**config.mk**
```make
export PLATFORM = sky130hd
export DESIGN_NAME = event_conditioner
export DESIGN_NICKNAME = d
export VERILOG_FILES = /design/src/rtl/evt_cond_pkg.sv /design/src/rtl/sync_chain.sv /design/src/rtl/event_conditioner.sv
export SDC_FILE = /design/constraint.sdc
export NUM_CORES = 1
export LEC_CHECK = 0
export CORE_ASPECT_RATIO = 1.4
export CORE_UTILIZATION = 41
export DETAILED_ROUTE_END_ITERATION = 10
export PLACE_DENSITY = 0.66
export SETUP_SLACK_MARGIN = 0.05
export SYNTH_ARGS = -nofsm -noshare
export SYNTH_HDL_FRONTEND = slang
export SYNTH_SLANG_ARGS = --single-unit
```
**constraint.sdc**
```tcl
create_clock -name clk_i -period 3.3 [get_ports clk_i]
set_input_delay 0.66 -clock clk_i [delete_from_list [all_inputs] [get_ports clk_i]]
set_output_delay 0.66 -clock clk_i [all_outputs]
set_load 0.005 [all_outputs]
```
**src/rtl/evt_cond_pkg.sv**
```systemverilog
// Shared types and constants for the event conditioning stage.
// Latency: n/a (types, constants and a combinational helper only).
// Backpressure: n/a.
package evt_cond_pkg;

    // Debounce FSM: IDLE waits for a difference, QUALIFY holds it for Neff cycles.
    typedef enum logic [0:0] {
        IDLE    = 1'b0,
        QUALIFY = 1'b1
    } state_e;

    // Edge-select encodings; bit 0 enables rising edges, bit 1 falling edges.
    localparam logic [1:0] EDGE_NONE = 2'b00;
    localparam logic [1:0] EDGE_RISE = 2'b01;
    localparam logic [1:0] EDGE_FALL = 2'b10;
    localparam logic [1:0] EDGE_BOTH = 2'b11;

    // True when a committed edge of the given direction is selected for pulsing.
    function automatic logic edge_selected(input logic [1:0] sel, input logic rising);
        logic hit;
        if (rising) begin
            hit = (sel == EDGE_RISE) || (sel == EDGE_BOTH);
        end else begin
            hit = (sel == EDGE_FALL) || (sel == EDGE_BOTH);
        end
        return hit;
    endfunction

endpackage

```
**src/rtl/sync_chain.sv**
```systemverilog
// Multi-flop synchronizer for a single asynchronous bit.
// Latency: STAGES clock cycles from capture to output.
// Backpressure: none; the chain samples every cycle.
module sync_chain #(
    parameter int STAGES = 2
) (
    input  logic clk_i,
    input  logic rst_i,
    input  logic d_i,
    output logic q_o
);

    logic [STAGES-1:0] sync_q;

    generate
        if (STAGES == 1) begin : g_single
            // Single flop: only useful where the input is already quasi-synchronous.
            always_ff @(posedge clk_i or posedge rst_i) begin
                if (rst_i) begin
                    sync_q <= '0;
                end else begin
                    sync_q <= d_i;
                end
            end
        end else begin : g_multi
            // Shift the raw bit through the chain; bit 0 is the only flop that sees d_i.
            always_ff @(posedge clk_i or posedge rst_i) begin
                if (rst_i) begin
                    sync_q <= '0;
                end else begin
                    sync_q <= {sync_q[STAGES-2:0], d_i};
                end
            end
        end
    endgenerate

    assign q_o = sync_q[STAGES-1];

endmodule

```
**src/rtl/event_conditioner.sv**
```systemverilog
// Synchronises, debounces and edge-detects a raw event line into a one-cycle pulse.
// Latency: level/pulse change SYNC_STAGES + Neff - 1 edges after the first capturing edge.
// Backpressure: none; pulses are fire-and-forget, en_i only gates pulse emission.
module event_conditioner
    import evt_cond_pkg::*;
#(
    parameter int DEBOUNCE_WIDTH = 16,
    parameter int SYNC_STAGES    = 2
) (
    input  logic                      clk_i,
    input  logic                      rst_i,
    input  logic                      evt_i,
    input  logic                      en_i,
    input  logic [1:0]                edge_sel_i,
    input  logic [DEBOUNCE_WIDTH-1:0] debounce_cycles_i,
    output logic                      pulse_o,
    output logic                      level_o,
    output logic                      busy_o
);

    localparam int CW = DEBOUNCE_WIDTH + 1;

    logic                      s_evt;
    logic [DEBOUNCE_WIDTH-1:0] neff;
    logic                      neff_is_one;
    logic [CW-1:0]             cnt_inc;
    logic                      hold_done;
    logic                      commit;

    state_e                    state_q, state_d;
    logic [DEBOUNCE_WIDTH-1:0] cnt_q, cnt_d;
    logic                      level_q, level_d;
    logic                      pulse_q, pulse_d;

    sync_chain #(
        .STAGES (SYNC_STAGES)
    ) u_sync (
        .clk_i (clk_i),
        .rst_i (rst_i),
        .d_i   (evt_i),
        .q_o   (s_evt)
    );

    // A hold count of zero behaves as one: commit on the first differing sample.
    assign neff        = (debounce_cycles_i == '0) ? DEBOUNCE_WIDTH'(1) : debounce_cycles_i;
    assign neff_is_one = (neff == DEBOUNCE_WIDTH'(1));

    // One extra bit keeps cnt+1 exact; >= lets a lowered hold count commit at once.
    assign cnt_inc   = {1'b0, cnt_q} + CW'(1);
    assign hold_done = (cnt_inc >= {1'b0, neff});

    // Next-state, hold counter and commit/pulse decision.
    always_comb begin
        state_d = state_q;
        cnt_d   = cnt_q;
        level_d = level_q;
        pulse_d = 1'b0;
        commit  = 1'b0;

        case (state_q)
            IDLE: begin
                cnt_d = '0;
                if (s_evt != level_q) begin
                    if (neff_is_one) begin
                        commit = 1'b1;
                    end else begin
                        state_d = QUALIFY;
                        cnt_d   = DEBOUNCE_WIDTH'(1);
                    end
                end
            end
            QUALIFY: begin
                if (s_evt == level_q) begin
                    // Input fell back before the hold expired: a glitch, drop it.
                    state_d = IDLE;
                    cnt_d   = '0;
                end else if (hold_done) begin
                    commit  = 1'b1;
                    state_d = IDLE;
                    cnt_d   = '0;
                end else begin
                    cnt_d = cnt_inc[DEBOUNCE_WIDTH-1:0];
                end
            end
            default: begin
                state_d = IDLE;
                cnt_d   = '0;
            end
        endcase

        // The new level gives the edge direction; en/select are sampled only here.
        if (commit) begin
            level_d = ~level_q;
            pulse_d = en_i && edge_selected(edge_sel_i, ~level_q);
        end
    end

    // State, counter, debounced level and registered pulse.
    always_ff @(posedge clk_i or posedge rst_i) begin
        if (rst_i) begin
            state_q <= IDLE;
            cnt_q   <= '0;
            level_q <= 1'b0;
            pulse_q <= 1'b0;
        end else begin
            state_q <= state_d;
            cnt_q   <= cnt_d;
            level_q <= level_d;
            pulse_q <= pulse_d;
        end
    end

    assign pulse_o = pulse_q;
    assign level_o = level_q;
    assign busy_o  = (state_q == QUALIFY);

endmodule

```
==> qor.yml, run 1 <==
max_freq_mhz: 320
cp_cell_sequence: "ha_1 > nand2_1 > nor4_4 > buf_4 > nand2_1 > xnor2_1 > ha_1 > nand4_1 > nor4_2 > o31ai_2 > o2111ai_4 > buf_4 > nor2b_2"
max_stage_delay_ps: 430
synth_simple_gate_area_share: 0.248
ys_ff_latch: 21
hpwl_mm: 3.01
synth.top_cell.area_share: 0.335
netlist_instances: 164
cts-hold-fix-buffers: 0
required_ps: 3490
ys_types: 36
die_h_um: 75.2
finalClockSkew_ps: 1.21
cts_buffers: 3
leakagePower_nw: 0.942
finalInstanceArea_um2: 1980
status: "complete, no violations"
ys_seq_area_frac: 0.335
clkTransAtPathRegs_ps: 70
track_usage: 0.202
startpoint_type: "flip-flop"
core_um2: 3640
yosys_warnings: 0
initial_utilization: 0.431
cp_max_fo: 8
setup_viol: 0
synth-async-reset-ratio: 1.00
totalWireLength_mm: 3.61
route.detailed.drc: 0
final_cell_mix: "clkdlybuf4s50_1, inv_1, dfrtp_1"
holdCritPathClass: "flip-flop to flip-flop"
r2r_cells: 13
synthAdderAreaFrac: 0.135
fin_ws_ps: 174
cts_root_buffer: "clkbuf_8"
peakVddDrop_uv: 282
timing.slew.headroom: 0.463
nets: 239
die_area_um2: 4090
instances_no_fill: 241
cts.sinks: 21
avgRoutedWirePerCell_um: 15.0
antenna_left: 0
dpl.cell_count: 234
hold_path_depth: 0
clockBufferDepth: 2
pin_count: 25
placed_cell_area_um2: 1890
dpl_worst_slack_ps: 18.4
drive_gt1_frac: 0.166
fin_crit_sh: 0.947
synth_area_um2: 1570
grt_pass1_wl_mm: 5.88
syn_to_final_growth_pct: 26.3
power_per_cell_area_nw_per_um2: 413
synthXorXnorAreaFrac: 0.0837
antenna_found_initial: 0
worstSetupPathType: "flip-flop to flip-flop"
synth_top_flop_cell: "dfrtp_1"
startpoint: "cnt_q[1]$_DFF_PP0_"
drv_cap: 0
layout_min_cycle_time_ps: 3130
min_from: "u_sync.sync_q[0]$_DFF_PP0_"
reg2reg_from: "cnt_q[1]$_DFF_PP0_"
ys_top_cells_by_area: "dfrtp_1, ha_1, xnor2_1, inv_1, nor2b_2"
r2r-end: "cnt_q[9]$_DFF_PP0_"
vias: 1327
yosys.area.top_type: "dfrtp_1"
dr.pass1.iters: 4
synth_fp_nets: 203
synth_top_family_by_area: "simple AND/OR/NAND/NOR gates"
insertion_delay_ps: 260
yosys-mux-area-fraction: 0
grt_max_degree: 22
rsz0062_at_grt: "no"
final_max_slew_viol_count: 0
synth_area_per_cell_um2: 9.57
vias_per_cell: 5.51
hold_viol_final: 0
synth_compound_area_frac: 0.136
cts_tree: "built"
reg2reg_slack_ps: 170
final_util: 0.544
final_common_cell: "clkdlybuf4s50_1"
tns_ps: 0
rows: 26
tightest_slew_ps: 805
end_kind: "flip-flop"
arrival_ps: 3320
routabilityCongestion: 0.816
port_buffers: 24
antenna_cells: 0
grt-ovfl-total: 0
min_to: "u_sync.sync_q[1]$_DFF_PP0_"
dieWidth_um: 54.3
synth_edf_count: 0
critPathSlowestCell: "dfrtp_1"
first_iter_violations: 26
cts.htree.levels: 1
grt_pass1_vias: 1334
-- cell families after synthesis --
group           count (synthesis)
buf+inv                        24
simple gates                   63
fa+ha+maj                      17
flops                          21
xor+xnor                       15
compound gates                 24
-- worst max-delay path by stage --
stage | cells past startpoint | endpoint | slack (ps)
floorplan | 12 | cnt_q[0]$_DFF_PP0_ | 620
CTS | 13 | cnt_q[15]$_DFF_PP0_ | 100
global route | 13 | cnt_q[15]$_DFF_PP0_ | 20
finish | 13 | cnt_q[9]$_DFF_PP0_ | 170
detailed placement | 10 | cnt_q[15]$_DFF_PP0_ | 20
global placement | 10 | cnt_q[15]$_DFF_PP0_ | 140
-- repair_timing --
item / CTS / global route
gates resized for setup: 0 / 3
endpoints found under the setup margin: 0 / 12
buffers inserted: 0 / 3
-- worst max-delay path: cells and delay by family, from the launching register on --
family	cells	cell delay [ps]
simple gates	6	800
compound gates	2	620
fa+ha+maj	2	580
flops	1	430
buf+inv	2	400
xor+xnor	1	230
-- synthesized netlist by cell type (all sizes together), types with 6 or more instances --
cell,instances
nand2,11
dfrtp,21
nor2b,11
nor2,7
xnor2,10
ha,17
nand4,7
o21ai,6
inv,23
-- power by group --
| group | total (mW) | internal, mW | switching, mW |
|---|---|---|---|
| clock network | 0.169 | 0.0861 | 0.0828 |
| logic | 0.342 | 0.170 | 0.172 |
| registers | 0.308 | 0.283 | 0.0257 |
| total | 0.819 | 0.539 | 0.281 |
-- area by class of cell --
class                           count  area [um^2]
Fill cell                         348         1660
Multi-Input combinational cell    119          973
Inverter                           23         86.3
Tap cell                           42         52.6
Clock buffer                        4         45.0
Sequential cell                    21          526
Timing Repair Buffer               32          300
-- sequential cells by signal, summed over array words and instances, names as in the netlist --
register,cells
busy_o,1
pulse_o,1
level_o,1
u_sync.sync_q,2
cnt_q,16
-- metrics by stage --
| step | hold slack [ps] | power [mW] |
|---|---|---|
| floorplan | 331 | 0.506 |
| global placement | 335 | 0.623 |
| detailed placement | 339 | 0.633 |
| CTS | 356 | 0.805 |
| global route | 364 | 0.876 |
| finish | 353 | 0.819 |
-- routing by layer --
layer,GRT usage,routed length [um],up-vias
li1,-,-,648
met1,0.227,1420,631
met3,0.0283,165,8
met4,0.0912,91,0
met2,0.364,1940,40
met5,0,0,-
Power figures use the tool's default switching activity.
==> run 2, diff against run 1 <==
--- a/config.mk
+++ b/config.mk
@@ -8,6 +8,7 @@
 export CORE_ASPECT_RATIO = 1.4
 export CORE_UTILIZATION = 41
 export DETAILED_ROUTE_END_ITERATION = 10
+export GPL_ROUTABILITY_DRIVEN = 0
 export PLACE_DENSITY = 0.66
 export SETUP_SLACK_MARGIN = 0.05
 export SYNTH_ARGS = -nofsm -noshare
==> results of run 2 <==
The final DEF is identical to that of run 1; final timing and power are the same.
==> run 3, diff against run 2 <==
--- a/config.mk
+++ b/config.mk
@@ -10,6 +10,7 @@
 export DETAILED_ROUTE_END_ITERATION = 10
 export GPL_ROUTABILITY_DRIVEN = 0
 export PLACE_DENSITY = 0.66
+export REMOVE_ABC_BUFFERS = 1
 export SETUP_SLACK_MARGIN = 0.05
 export SYNTH_ARGS = -nofsm -noshare
 export SYNTH_HDL_FRONTEND = slang
==> qor.yml, run 3 (synthesis results as in run 1) <==
status: "complete, no violations"
final-seq-area_um2: 526
initial_utilization: 0.431
first_iter_violations: 32
p_int_uw: 568
power_frac_seq: 0.358
finalClockSkew_ps: 3.19
critPathSlowestCell: "dfrtp_1"
power_per_cell_area_nw_per_um2: 424
final_common_cell: "clkdlybuf4s50_1"
track_usage: 0.192
antenna_cells: 0
cts_buffers: 3
holdCritPathClass: "flip-flop to flip-flop"
avgRoutedWirePerCell_um: 15.1
startpoint_type: "flip-flop"
vias_per_cell: 5.44
pin_count: 25
clkPwrFrac: 0.190
dieWidth_um: 54.3
dr.pass1.iters: 4
end_kind: "flip-flop"
max_freq_mhz: 320
reg.largest.list: "cnt_q x16, u_sync.sync_q x2"
setup_viol: 0
hpwl_mm: 2.97
insertion_delay_ps: 250
cp_num_buf_inv: 2
finalInstanceArea_um2: 2030
nets: 241
rsz0062_at_grt: "no"
route.detailed.drc: 0
drive_gt1_frac: 0.184
final_max_slew_viol_count: 0
cts-hold-fix-buffers: 0
fin_crit_sh: 0.946
fill_cells: 347
port_buffers: 24
vias: 1321
cts.sinks: 21
crit_family: "simple AND/OR/NAND/NOR gates"
die_area_um2: 4090
totalWireLength_mm: 3.66
rows: 26
power_switching_uw: 294
peakVddDrop_uv: 313
cts_root_buffer: "clkbuf_8"
grt_pass1_vias: 1277
required_ps: 3490
grt_max_degree: 22
placed_cell_area_um2: 1890
largest_reg_flops: 16
layout_min_cycle_time_ps: 3120
worstSetupPathType: "flip-flop to flip-flop"
wl_met1_mm: 1.52
drv_cap: 0
cp_max_fo: 6
cts.htree.levels: 1
cp_cell_sequence: "ha_2 > nand2_1 > nor4_4 > buf_4 > nand2_1 > xnor2_1 > ha_1 > nand4_1 > nor4_2 > o31ai_4 > o2111ai_4 > buf_4 > nor2b_2"
hold_viol_final: 0
cts_tree: "built"
clockBufferDepth: 2
switching_share: 0.341
timing.slew.headroom: 0.479
antenna_found_initial: 0
die_h_um: 75.2
tns_ps: 0
grt-ovfl-total: 0
grt_pass1_wl_mm: 5.50
multi_input_area_um2: 1000
max_stage_delay_ps: 420
routed.top_layer: "met4"
leakagePower_nw: 0.952
pwr-share-comb: 0.452
route.met3.wl_um: 78
core_um2: 3640
final_cell_mix: "clkdlybuf4s50_1, inv_1, dfrtp_1"
arrival_ps: 3310
tightest_slew_ps: 781
finalPower_uw: 862
clkTransAtPathRegs_ps: 70
syn_to_final_growth_pct: 29.5
final_util: 0.558
top_register: "cnt_q"
antenna_left: 0
wl_met2_mm: 2.02
## run 3: layout make-up
cell class              count  share of cell area
flip-flops and latches     21               0.258
well taps                  42              0.0258
clock buffers               4              0.0222
inverters                  23              0.0425
multi-input cells         120               0.494
repair buffers             33               0.158
## run 3: routing by layer
metal / global-route usage / vias to the layer above
li1: - / 653
met1: 0.216 / 645
met2: 0.369 / 19
met3: 0.0121 / 4
met4: 0.0598 / 0
met5: 0 / -
## run 3: worst register-to-register path: stages, from the launching register on
cell and delay [ps]:
dfrtp_1 420, ha_2 250, nand2_1 100, nor4_4 300, buf_4 190, nand2_1 70, xnor2_1 220, ha_1 300
nand4_1 170, nor4_2 90, o31ai_4 350, o2111ai_4 240, buf_4 230, nor2b_2 120
## run 3: worst paths after layout
path	start	end	slack (ps)	depth (start not counted)
setup / recovery	cnt_q[1]$_DFF_PP0_	cnt_q[8]$_DFF_PP0_	180	13
hold / removal	u_sync.sync_q[0]$_DFF_PP0_	u_sync.sync_q[1]$_DFF_PP0_	350	0
setup reg to reg	cnt_q[1]$_DFF_PP0_	cnt_q[8]$_DFF_PP0_	180	13
hold reg to reg	u_sync.sync_q[0]$_DFF_PP0_	u_sync.sync_q[1]$_DFF_PP0_	350	0
max in group asynchronous	rst_i	cnt_q[5]$_DFF_PP0_	1970	2
min in group asynchronous	rst_i	cnt_q[9]$_DFF_PP0_	850	2
## run 3: timing repair
action,4_1_cts,5_1_grt
resized for setup,1,5
pin swaps,0,2
endpoints found under the setup margin,3,12
gates cloned,0,1
endpoints found under the hold margin,0,0
buffers inserted,0,4
## run 3: stage by stage
| step | hold slack [ps] | worst slack [ps] | instances |
|---|---|---|---|
| finish | 353 | 178 | 243 |
| global route | 358 | 54.4 | 243 |
| CTS | 355 | 111 | 238 |
| detailed placement | 338 | 16.1 | 234 |
| global placement | 334 | 188 | 234 |
| floorplan | 331 | 401 | 163 |
## run 3: power by group through the flow
stage	combinational [mW]	sequential [mW]	clock, mW
after floorplan	0.178	0.316	0
after global placement	0.308	0.312	0
after detailed placement	0.317	0.313	0
after CTS	0.326	0.309	0.167
after global routing	0.429	0.313	0.171
final	0.390	0.308	0.163
